<file path="config.mk">
export PLATFORM = sky130hd
export DESIGN_NAME = vga_key_renderer
export DESIGN_NICKNAME = d
export VERILOG_FILES = /design/src/rtl/vga_key_renderer.sv
export SDC_FILE = /design/constraint.sdc
export NUM_CORES = 1
export LEC_CHECK = 0
export BUFFER_PORTS_ARGS = -buffer_cell sky130_fd_sc_hd__buf_2
export CAP_MARGIN = 20
export CORE_MARGIN = 2
export CORE_UTILIZATION = 45
export DETAILED_ROUTE_END_ITERATION = 8
export PLACE_DENSITY = 0.66
export SETUP_SLACK_MARGIN = 0.15
export SYNTH_ARGS = -nofsm -noshare
export SYNTH_HDL_FRONTEND = slang
export SYNTH_SLANG_ARGS = --single-unit
export TNS_END_PERCENT = 20
</file>
<file path="constraint.sdc">
create_clock -name clk -period 2.35 [get_ports clk]
set_input_delay 0 -clock clk [delete_from_list [all_inputs] [get_ports clk]]
set_output_delay 0 -clock clk [all_outputs]
set_load 0.03 [all_outputs]
</file>
<file path="src/rtl/vga_key_renderer.sv">
// vga_key_renderer
//   Single-clock VGA timing generator with a piano-key renderer. The active
//   area shows a sky band of SKY_ROWS rows above NUM_KEYS keys, each KEY_W
//   pixels wide. The leftmost column of every key is a black separator, and
//   any columns left over past the last key are black. Pressed keys are drawn
//   green. Key state is sampled once per frame, at the last pixel of the
//   frame, so a frame never shows a partly updated keyboard.
//
//   Optional build macro VGA_KEY_HOLD_EN: each key keeps its highlight for
//   HOLD_FRAMES extra frames after release. Without the macro no hold logic
//   is built.
//
// Ports
//   clk          in   system clock
//   reset        in   asynchronous, active-high reset
//   keys_in      in   [NUM_KEYS] key pressed = 1, asynchronous to clk
//   clk_out      out  pixel clock to the DAC (CLK_DIV clk periods, 50% duty)
//   hsync_out    out  horizontal sync, active low
//   vsync_out    out  vertical sync, active low
//   sync_b_out   out  composite sync (hsync AND vsync), active low
//   blank_b_out  out  1 inside the active area
//   red/green/blue out [8] pixel colour
//
// Every video output comes from a register that updates only on pixel-enable
// cycles. Colour and syncs lag the raster counters by two pixels.

module vga_key_renderer #(
  parameter int NUM_KEYS    = 12,
  parameter int CLK_DIV     = 2,
  parameter int H_ACTIVE    = 640,
  parameter int H_FP        = 16,
  parameter int H_SYNC      = 96,
  parameter int H_BP        = 48,
  parameter int V_ACTIVE    = 480,
  parameter int V_FP        = 10,
  parameter int V_SYNC      = 2,
  parameter int V_BP        = 33,
  parameter int SKY_ROWS    = 192,
  parameter int HOLD_FRAMES = 4
) (
  input  logic                clk,
  input  logic                reset,
  input  logic [NUM_KEYS-1:0] keys_in,
  output logic                clk_out,
  output logic                hsync_out,
  output logic                vsync_out,
  output logic                sync_b_out,
  output logic                blank_b_out,
  output logic [7:0]          red,
  output logic [7:0]          green,
  output logic [7:0]          blue
);

  localparam int KEY_W   = H_ACTIVE / NUM_KEYS;
  localparam int H_TOTAL = H_ACTIVE + H_FP + H_SYNC + H_BP;
  localparam int V_TOTAL = V_ACTIVE + V_FP + V_SYNC + V_BP;
  localparam int DW      = $clog2(CLK_DIV);
  localparam int HW      = $clog2(H_TOTAL);
  localparam int VW      = $clog2(V_TOTAL);
  localparam int CW      = (KEY_W > 1) ? $clog2(KEY_W) : 1;

  localparam logic [DW-1:0] DIV_LAST = DW'(CLK_DIV - 1);
  localparam logic [DW-1:0] DIV_HALF = DW'(CLK_DIV / 2);
  localparam logic [HW-1:0] H_LAST   = HW'(H_TOTAL - 1);
  localparam logic [VW-1:0] V_LAST   = VW'(V_TOTAL - 1);
  localparam logic [HW-1:0] H_ACT    = HW'(H_ACTIVE);
  localparam logic [VW-1:0] V_ACT    = VW'(V_ACTIVE);
  localparam logic [HW-1:0] HS_START = HW'(H_ACTIVE + H_FP);
  localparam logic [HW-1:0] HS_END   = HW'(H_ACTIVE + H_FP + H_SYNC);
  localparam logic [VW-1:0] VS_START = VW'(V_ACTIVE + V_FP);
  localparam logic [VW-1:0] VS_END   = VW'(V_ACTIVE + V_FP + V_SYNC);
  localparam logic [VW-1:0] SKY_LIM  = VW'(SKY_ROWS);
  localparam logic [HW-1:0] KEY_LIM  = HW'(NUM_KEYS);
  localparam logic [CW-1:0] COL_LAST = CW'(KEY_W - 1);

  // Colour class carried from the decode stage to the colour stage.
  typedef enum logic [1:0] {
    CLS_BLACK = 2'd0,
    CLS_SKY   = 2'd1,
    CLS_WHITE = 2'd2,
    CLS_LIT   = 2'd3
  } cls_e;

  logic [DW-1:0]       div_q, div_d;
  logic                clk_out_q, clk_out_d;
  logic [HW-1:0]       hcnt_q, hcnt_d;
  logic [VW-1:0]       vcnt_q, vcnt_d;
  logic [CW-1:0]       col_q, col_d;
  logic [HW-1:0]       key_idx_q, key_idx_d;
  logic [NUM_KEYS-1:0] key_meta_q, key_meta_d;
  logic [NUM_KEYS-1:0] key_s_q, key_s_d;
  logic [NUM_KEYS-1:0] key_frame_q, key_frame_d;
  logic                s1_hs_q, s1_hs_d;
  logic                s1_vs_q, s1_vs_d;
  logic                s1_act_q, s1_act_d;
  cls_e                s1_cls_q, s1_cls_d;
  logic                hsync_q, hsync_d;
  logic                vsync_q, vsync_d;
  logic                sync_b_q, sync_b_d;
  logic                blank_b_q, blank_b_d;
  logic [23:0]         rgb_q, rgb_d;

  logic                pix_en;
  logic                frame_end;
  logic [NUM_KEYS-1:0] hold_nz;
  logic [NUM_KEYS-1:0] lit_vec;
  logic                key_lit;
  logic                active;
  cls_e                cls_c;
  logic [23:0]         rgb_c;

  // Pixel divider, raster counters and per-key column tracking.
  always_comb begin
    pix_en    = (div_q == DIV_LAST);
    frame_end = pix_en && (hcnt_q == H_LAST) && (vcnt_q == V_LAST);
    if (pix_en) begin
      div_d = '0;
    end else begin
      div_d = div_q + 1'b1;
    end
    clk_out_d = (div_d >= DIV_HALF);

    hcnt_d    = hcnt_q;
    vcnt_d    = vcnt_q;
    col_d     = col_q;
    key_idx_d = key_idx_q;
    if (pix_en) begin
      if (hcnt_q == H_LAST) begin
        hcnt_d    = '0;
        col_d     = '0;
        key_idx_d = '0;
        if (vcnt_q == V_LAST) begin
          vcnt_d = '0;
        end else begin
          vcnt_d = vcnt_q + 1'b1;
        end
      end else begin
        hcnt_d = hcnt_q + 1'b1;
        // col/key_idx are hcnt split into (hcnt % KEY_W, hcnt / KEY_W)
        // without a divider.
        if (col_q == COL_LAST) begin
          col_d     = '0;
          key_idx_d = key_idx_q + 1'b1;
        end else begin
          col_d     = col_q + 1'b1;
          key_idx_d = key_idx_q;
        end
      end
    end else begin
      hcnt_d = hcnt_q;
    end
  end

  // Key synchroniser and once-per-frame snapshot.
  always_comb begin
    key_meta_d = keys_in;
    key_s_d    = key_meta_q;
    if (frame_end) begin
      key_frame_d = key_s_q;
    end else begin
      key_frame_d = key_frame_q;
    end
  end

`ifdef VGA_KEY_HOLD_EN
  localparam int HOLD_W = (HOLD_FRAMES > 0) ? $clog2(HOLD_FRAMES + 1) : 1;
  localparam logic [HOLD_W-1:0] HOLD_INIT = HOLD_W'(HOLD_FRAMES);

  logic [NUM_KEYS-1:0][HOLD_W-1:0] hold_q, hold_d;

  // Hold counters, stepped at frame end. Reloading while the outgoing
  // snapshot is still set starts the countdown in the first frame after the
  // key drops out, so a one-frame tap stays lit for 1+HOLD_FRAMES frames.
  always_comb begin
    hold_d  = hold_q;
    hold_nz = '0;
    for (int i = 0; i < NUM_KEYS; i++) begin
      hold_nz[i] = (hold_q[i] != '0);
      if (frame_end) begin
        if (key_s_q[i] || key_frame_q[i]) begin
          hold_d[i] = HOLD_INIT;
        end else if (hold_q[i] != '0) begin
          hold_d[i] = hold_q[i] - 1'b1;
        end else begin
          hold_d[i] = hold_q[i];
        end
      end else begin
        hold_d[i] = hold_q[i];
      end
    end
  end

  // Hold counter registers.
  always_ff @(posedge clk or posedge reset) begin
    if (reset) begin
      hold_q <= '0;
    end else begin
      hold_q <= hold_d;
    end
  end
`else
  // Without hold support the highlight follows the frame snapshot only.
  always_comb begin
    hold_nz = '0;
  end
`endif

  // Stage 1: classify the pixel addressed by the current counters.
  always_comb begin
    lit_vec = key_frame_q | hold_nz;
    key_lit = 1'b0;
    for (int i = 0; i < NUM_KEYS; i++) begin
      key_lit = key_lit | (lit_vec[i] & (key_idx_q == HW'(i)));
    end
    active = (hcnt_q < H_ACT) && (vcnt_q < V_ACT);

    if (!active) begin
      cls_c = CLS_BLACK;
    end else if (vcnt_q < SKY_LIM) begin
      cls_c = CLS_SKY;
    end else if (key_idx_q >= KEY_LIM) begin
      cls_c = CLS_BLACK;
    end else if (col_q == '0) begin
      cls_c = CLS_BLACK;
    end else if (key_lit) begin
      cls_c = CLS_LIT;
    end else begin
      cls_c = CLS_WHITE;
    end

    if (pix_en) begin
      s1_hs_d  = (hcnt_q >= HS_START) && (hcnt_q < HS_END);
      s1_vs_d  = (vcnt_q >= VS_START) && (vcnt_q < VS_END);
      s1_act_d = active;
      s1_cls_d = cls_c;
    end else begin
      s1_hs_d  = s1_hs_q;
      s1_vs_d  = s1_vs_q;
      s1_act_d = s1_act_q;
      s1_cls_d = s1_cls_q;
    end
  end

  // Stage 2: colour lookup and active-low sync outputs.
  always_comb begin
    case (s1_cls_q)
      CLS_BLACK: rgb_c = 24'h000000;
      CLS_SKY:   rgb_c = 24'hDAE8FC;
      CLS_WHITE: rgb_c = 24'hFFFFFF;
      CLS_LIT:   rgb_c = 24'h00FF00;
      default:   rgb_c = 24'h000000;
    endcase
    if (pix_en) begin
      hsync_d   = ~s1_hs_q;
      vsync_d   = ~s1_vs_q;
      sync_b_d  = ~(s1_hs_q | s1_vs_q);
      blank_b_d = s1_act_q;
      rgb_d     = rgb_c;
    end else begin
      hsync_d   = hsync_q;
      vsync_d   = vsync_q;
      sync_b_d  = sync_b_q;
      blank_b_d = blank_b_q;
      rgb_d     = rgb_q;
    end
  end

  // State registers. Stage-1 sync flags are active-high so their reset
  // value of 0 keeps the outputs inactive while the pipeline refills.
  always_ff @(posedge clk or posedge reset) begin
    if (reset) begin
      div_q       <= '0;
      clk_out_q   <= 1'b0;
      hcnt_q      <= '0;
      vcnt_q      <= '0;
      col_q       <= '0;
      key_idx_q   <= '0;
      key_meta_q  <= '0;
      key_s_q     <= '0;
      key_frame_q <= '0;
      s1_hs_q     <= 1'b0;
      s1_vs_q     <= 1'b0;
      s1_act_q    <= 1'b0;
      s1_cls_q    <= CLS_BLACK;
      hsync_q     <= 1'b1;
      vsync_q     <= 1'b1;
      sync_b_q    <= 1'b1;
      blank_b_q   <= 1'b0;
      rgb_q       <= 24'h000000;
    end else begin
      div_q       <= div_d;
      clk_out_q   <= clk_out_d;
      hcnt_q      <= hcnt_d;
      vcnt_q      <= vcnt_d;
      col_q       <= col_d;
      key_idx_q   <= key_idx_d;
      key_meta_q  <= key_meta_d;
      key_s_q     <= key_s_d;
      key_frame_q <= key_frame_d;
      s1_hs_q     <= s1_hs_d;
      s1_vs_q     <= s1_vs_d;
      s1_act_q    <= s1_act_d;
      s1_cls_q    <= s1_cls_d;
      hsync_q     <= hsync_d;
      vsync_q     <= vsync_d;
      sync_b_q    <= sync_b_d;
      blank_b_q   <= blank_b_d;
      rgb_q       <= rgb_d;
    end
  end

  assign clk_out     = clk_out_q;
  assign hsync_out   = hsync_q;
  assign vsync_out   = vsync_q;
  assign sync_b_out  = sync_b_q;
  assign blank_b_out = blank_b_q;
  assign red         = rgb_q[23:16];
  assign green       = rgb_q[15:8];
  assign blue        = rgb_q[7:0];

endmodule

</file>
==> results_dict.tcl <==
set metrics [dict create \
    synth_ff_type "sky130_fd_sc_hd__dfrtp_1" \
    synthesized_netlist_net_count 368 \
    nNetsFinal 410 \
    crit_path_max_fanout 14 \
    setup_tns_ns 0 \
    min_period_over_period_pct 87.9 \
    adder_cell_share_of_the_synthesized_area_pct 4.16 \
    postSynthRegisterBits 86 \
    n_antenna_cell 0 \
    crit_type "flip-flop to flip-flop" \
    numClockSinks 86 \
    post_synth_xor_area_fraction_pct 3.59 \
    achievable-frequency_mhz 484 \
    post_drt_wl_per_cell_um 14.2 \
    tritoncts "done" \
    pin_count 43 \
    synth_enable_flop_cells 0 \
    clock_tree.htree_level_count 3 \
    timing.slew.headroom_pct 50.2 \
    syn-cell-area_sq_mm 0.00391 \
    place_hpwl_um 4730 \
    endpoint_kind "flip-flop" \
    clock_tree.buffer_depth 2 \
    initial_utilization_pct 47.1 \
    fin_ws_ns 0.284 \
    total_power_uw 2660 \
    worst_slew_pin_tran_ns 0.746 \
    cp.arrival_ns 2.32 \
    first_global_vias 2528 \
    power_density_mw_per_mm2 599 \
    post-cts-setup-buffer-count 0 \
    antenna_violating_nets_post_route 0 \
    leading_cell_type_in_the_layout_fill_and_taps_excluded "sky130_fd_sc_hd__dfrtp_1" \
    ctsRootBufferMaster "sky130_fd_sc_hd__clkbuf_8" \
    area_growth_syn_to_fin_pct 13.8 \
    latest_clock_arrival_within_the_worst_skew_pair_ns 0.37 \
    final_weighted_congestion_in_routability_driven_placement 0.850 \
    core_region_area_sq_mm 0.00830 \
    synthMuxAreaShare_pct 6.50 \
    routed-via-count 2587 \
    status "finished, final reports clean" \
    slew_violations 0 \
    synth_top_family_by_area "simple AND/OR/NAND/NOR gates" \
    drt-initial-drc-count 186 \
    fin_hold_ws_ns 0.265 \
    place_worst_setup_slack_ns 0.292 \
    total_grt_usage_pct 16.0 \
    dr.pass1.iters 4 \
    period_minus_slack_ns 2.07 \
    synth_sequential_area_ratio_pct 55.2 \
    layout_common_cells "sky130_fd_sc_hd__dfrtp_1, sky130_fd_sc_hd__buf_2, sky130_fd_sc_hd__nand2_1" \
    totalWireLength_um 6990 \
    timing.clock.skew_ns 0.0109 \
    holdCritPathClass "input port to flip-flop" \
    ys_warn_count 0 \
    grt_first_pass_wirelength_um 12200 \
    maxCapViolations 0 \
    synth-compound-area-share_pct 8.07 \
    fp.dieArea_sq_mm 0.00944 \
    drcViolationCount 0 \
    critPathRequiredTime_ns 2.60 \
    count_of_cell_types_in_the_netlist 54 \
    setup_viol 0 \
    floorplan.die.height_um 97.2 \
    standard_cell_rows 33 \
    port_buffers 42 \
    grt_start_max_net_pins 55 \
    crit_path_start_kind "flip-flop" \
    grt_setup_unrepaired "false" \
    yosys.area_share.simple_pct 15.0 \
    r2r_setup_slack_ns 0.28 \
    p_leak_uw 0.00203 \
    async_reset_ff_share_pct 100 \
    hold_violations 0 \
    worst_ir_drop_vdd_mv 0.477 \
    via_per_inst 5.25 \
    antenna_found_initial 0 \
    clk_pin_slew_worst_paths_ns 0.09 \
    grt-ovfl-total 0 \
    die_width_um 97.2 \
    layout-drive-gt1-share_pct 21.4 \
    syn_avg_cell_area_sq_um 11.5 \
    tritoncts.num_buffers 9 \
    post_synth_inst_count 341 \
]
==> metal layers <==
metal / global-route usage [%] / wire, um / share of wire [%]
met2: 25.5 / 3390 / 49
met5: 0 / 0 / 0
met4: 5.85 / 133 / 1.9
met1: 21.2 / 3150 / 45
met3: 4.24 / 315 / 4.5
==> what timing repair did <==
action / in CTS / in global routing
hold buffers: 13 / 0
hold endpoints to repair: 41 / 0
resized for setup: 0 / 0
==> final timing paths <==
path	startpoint	end	depth (start not counted)
worst max-delay path	vcnt_q[6]	key_frame_q[10]	5
worst min-delay path	keys_in[1]	key_meta_q[1]	2
worst max register to register	vcnt_q[6]	key_frame_q[10]	5
worst min register to register	key_meta_q[11]	key_s_q[11]	0
max in group asynchronous	reset	vcnt_q[4]	4
min in group asynchronous	reset	key_idx_q[4]	3
==> kinds of logic (layout without fill, tap and decap cells) <==
group,count (synthesis),in the layout
AOI/OAI and AO/OA,46,46
xor gates and xnor gates,16,16
adders and majority gates,13,13
buffers and inverters,51,98
DFF,86,86
muxes,23,23
and+or+nand+nor,106,106
==> cells in the mapped netlist (6+ instances only) <==
cell,count,area share [%]
sky130_fd_sc_hd__nand4_1,13,2.1
sky130_fd_sc_hd__mux2_1,13,3.7
sky130_fd_sc_hd__nand3_1,11,1.4
sky130_fd_sc_hd__inv_1,18,1.7
sky130_fd_sc_hd__ha_1,13,4.2
sky130_fd_sc_hd__o21ai_0,6,0.77
sky130_fd_sc_hd__nand2_1,26,2.5
sky130_fd_sc_hd__nor2_1,16,1.5
sky130_fd_sc_hd__mux2_2,6,1.7
sky130_fd_sc_hd__dfrtp_1,83,53
sky130_fd_sc_hd__a21oi_1,8,1.0
sky130_fd_sc_hd__xnor2_1,12,2.7
sky130_fd_sc_hd__buf_4,21,4.0
==> final cells by class <==
type	count	area, sq um
Sequential cell	86	2160
Tap cell	105	131
Inverter	19	75.1
Fill cell	716	3850
Timing Repair Buffer	63	413
Clock buffer	10	138
Multi-Input combinational cell	204	1460
Clock inverter	6	75.1
==> sequential cells by signal (all words and copies together) (netlist names), 2 cells and up <==
signal	flops
s1_cls_q	2
key_idx_q	10
key_s_q	12
key_frame_q	12
key_meta_q	12
vcnt_q	10
col_q	6
hcnt_q	10
rgb_q	4
==> per-stage QoR <==
stage                     util [%]  cells  cell area, sq um
after floorplan                  -    341              3910
after global placement        49.4    464              4100
after detailed placement      49.4    464              4100
after CTS                     53.6    493              4450
after global routing          53.6    493              4450
final                         53.6    493              4450
==> power by group <==
part	internal (uW)	total, uW	switching [uW]
Clock	537	1100	564
Sequential	1500	1500	4.94
Combinational	25.4	58.8	33.4
Total	2060	2660	603
==> critical path, cell delays in order (launching register included) <==
cell	delay, ns
sky130_fd_sc_hd__dfrtp_1	0.45
sky130_fd_sc_hd__nor4_1	0.53
sky130_fd_sc_hd__and2_1	0.25
sky130_fd_sc_hd__and3_1	0.16
sky130_fd_sc_hd__buf_4	0.21
sky130_fd_sc_hd__mux2_1	0.35
Note: power is estimated with default switching activity, not from simulation.
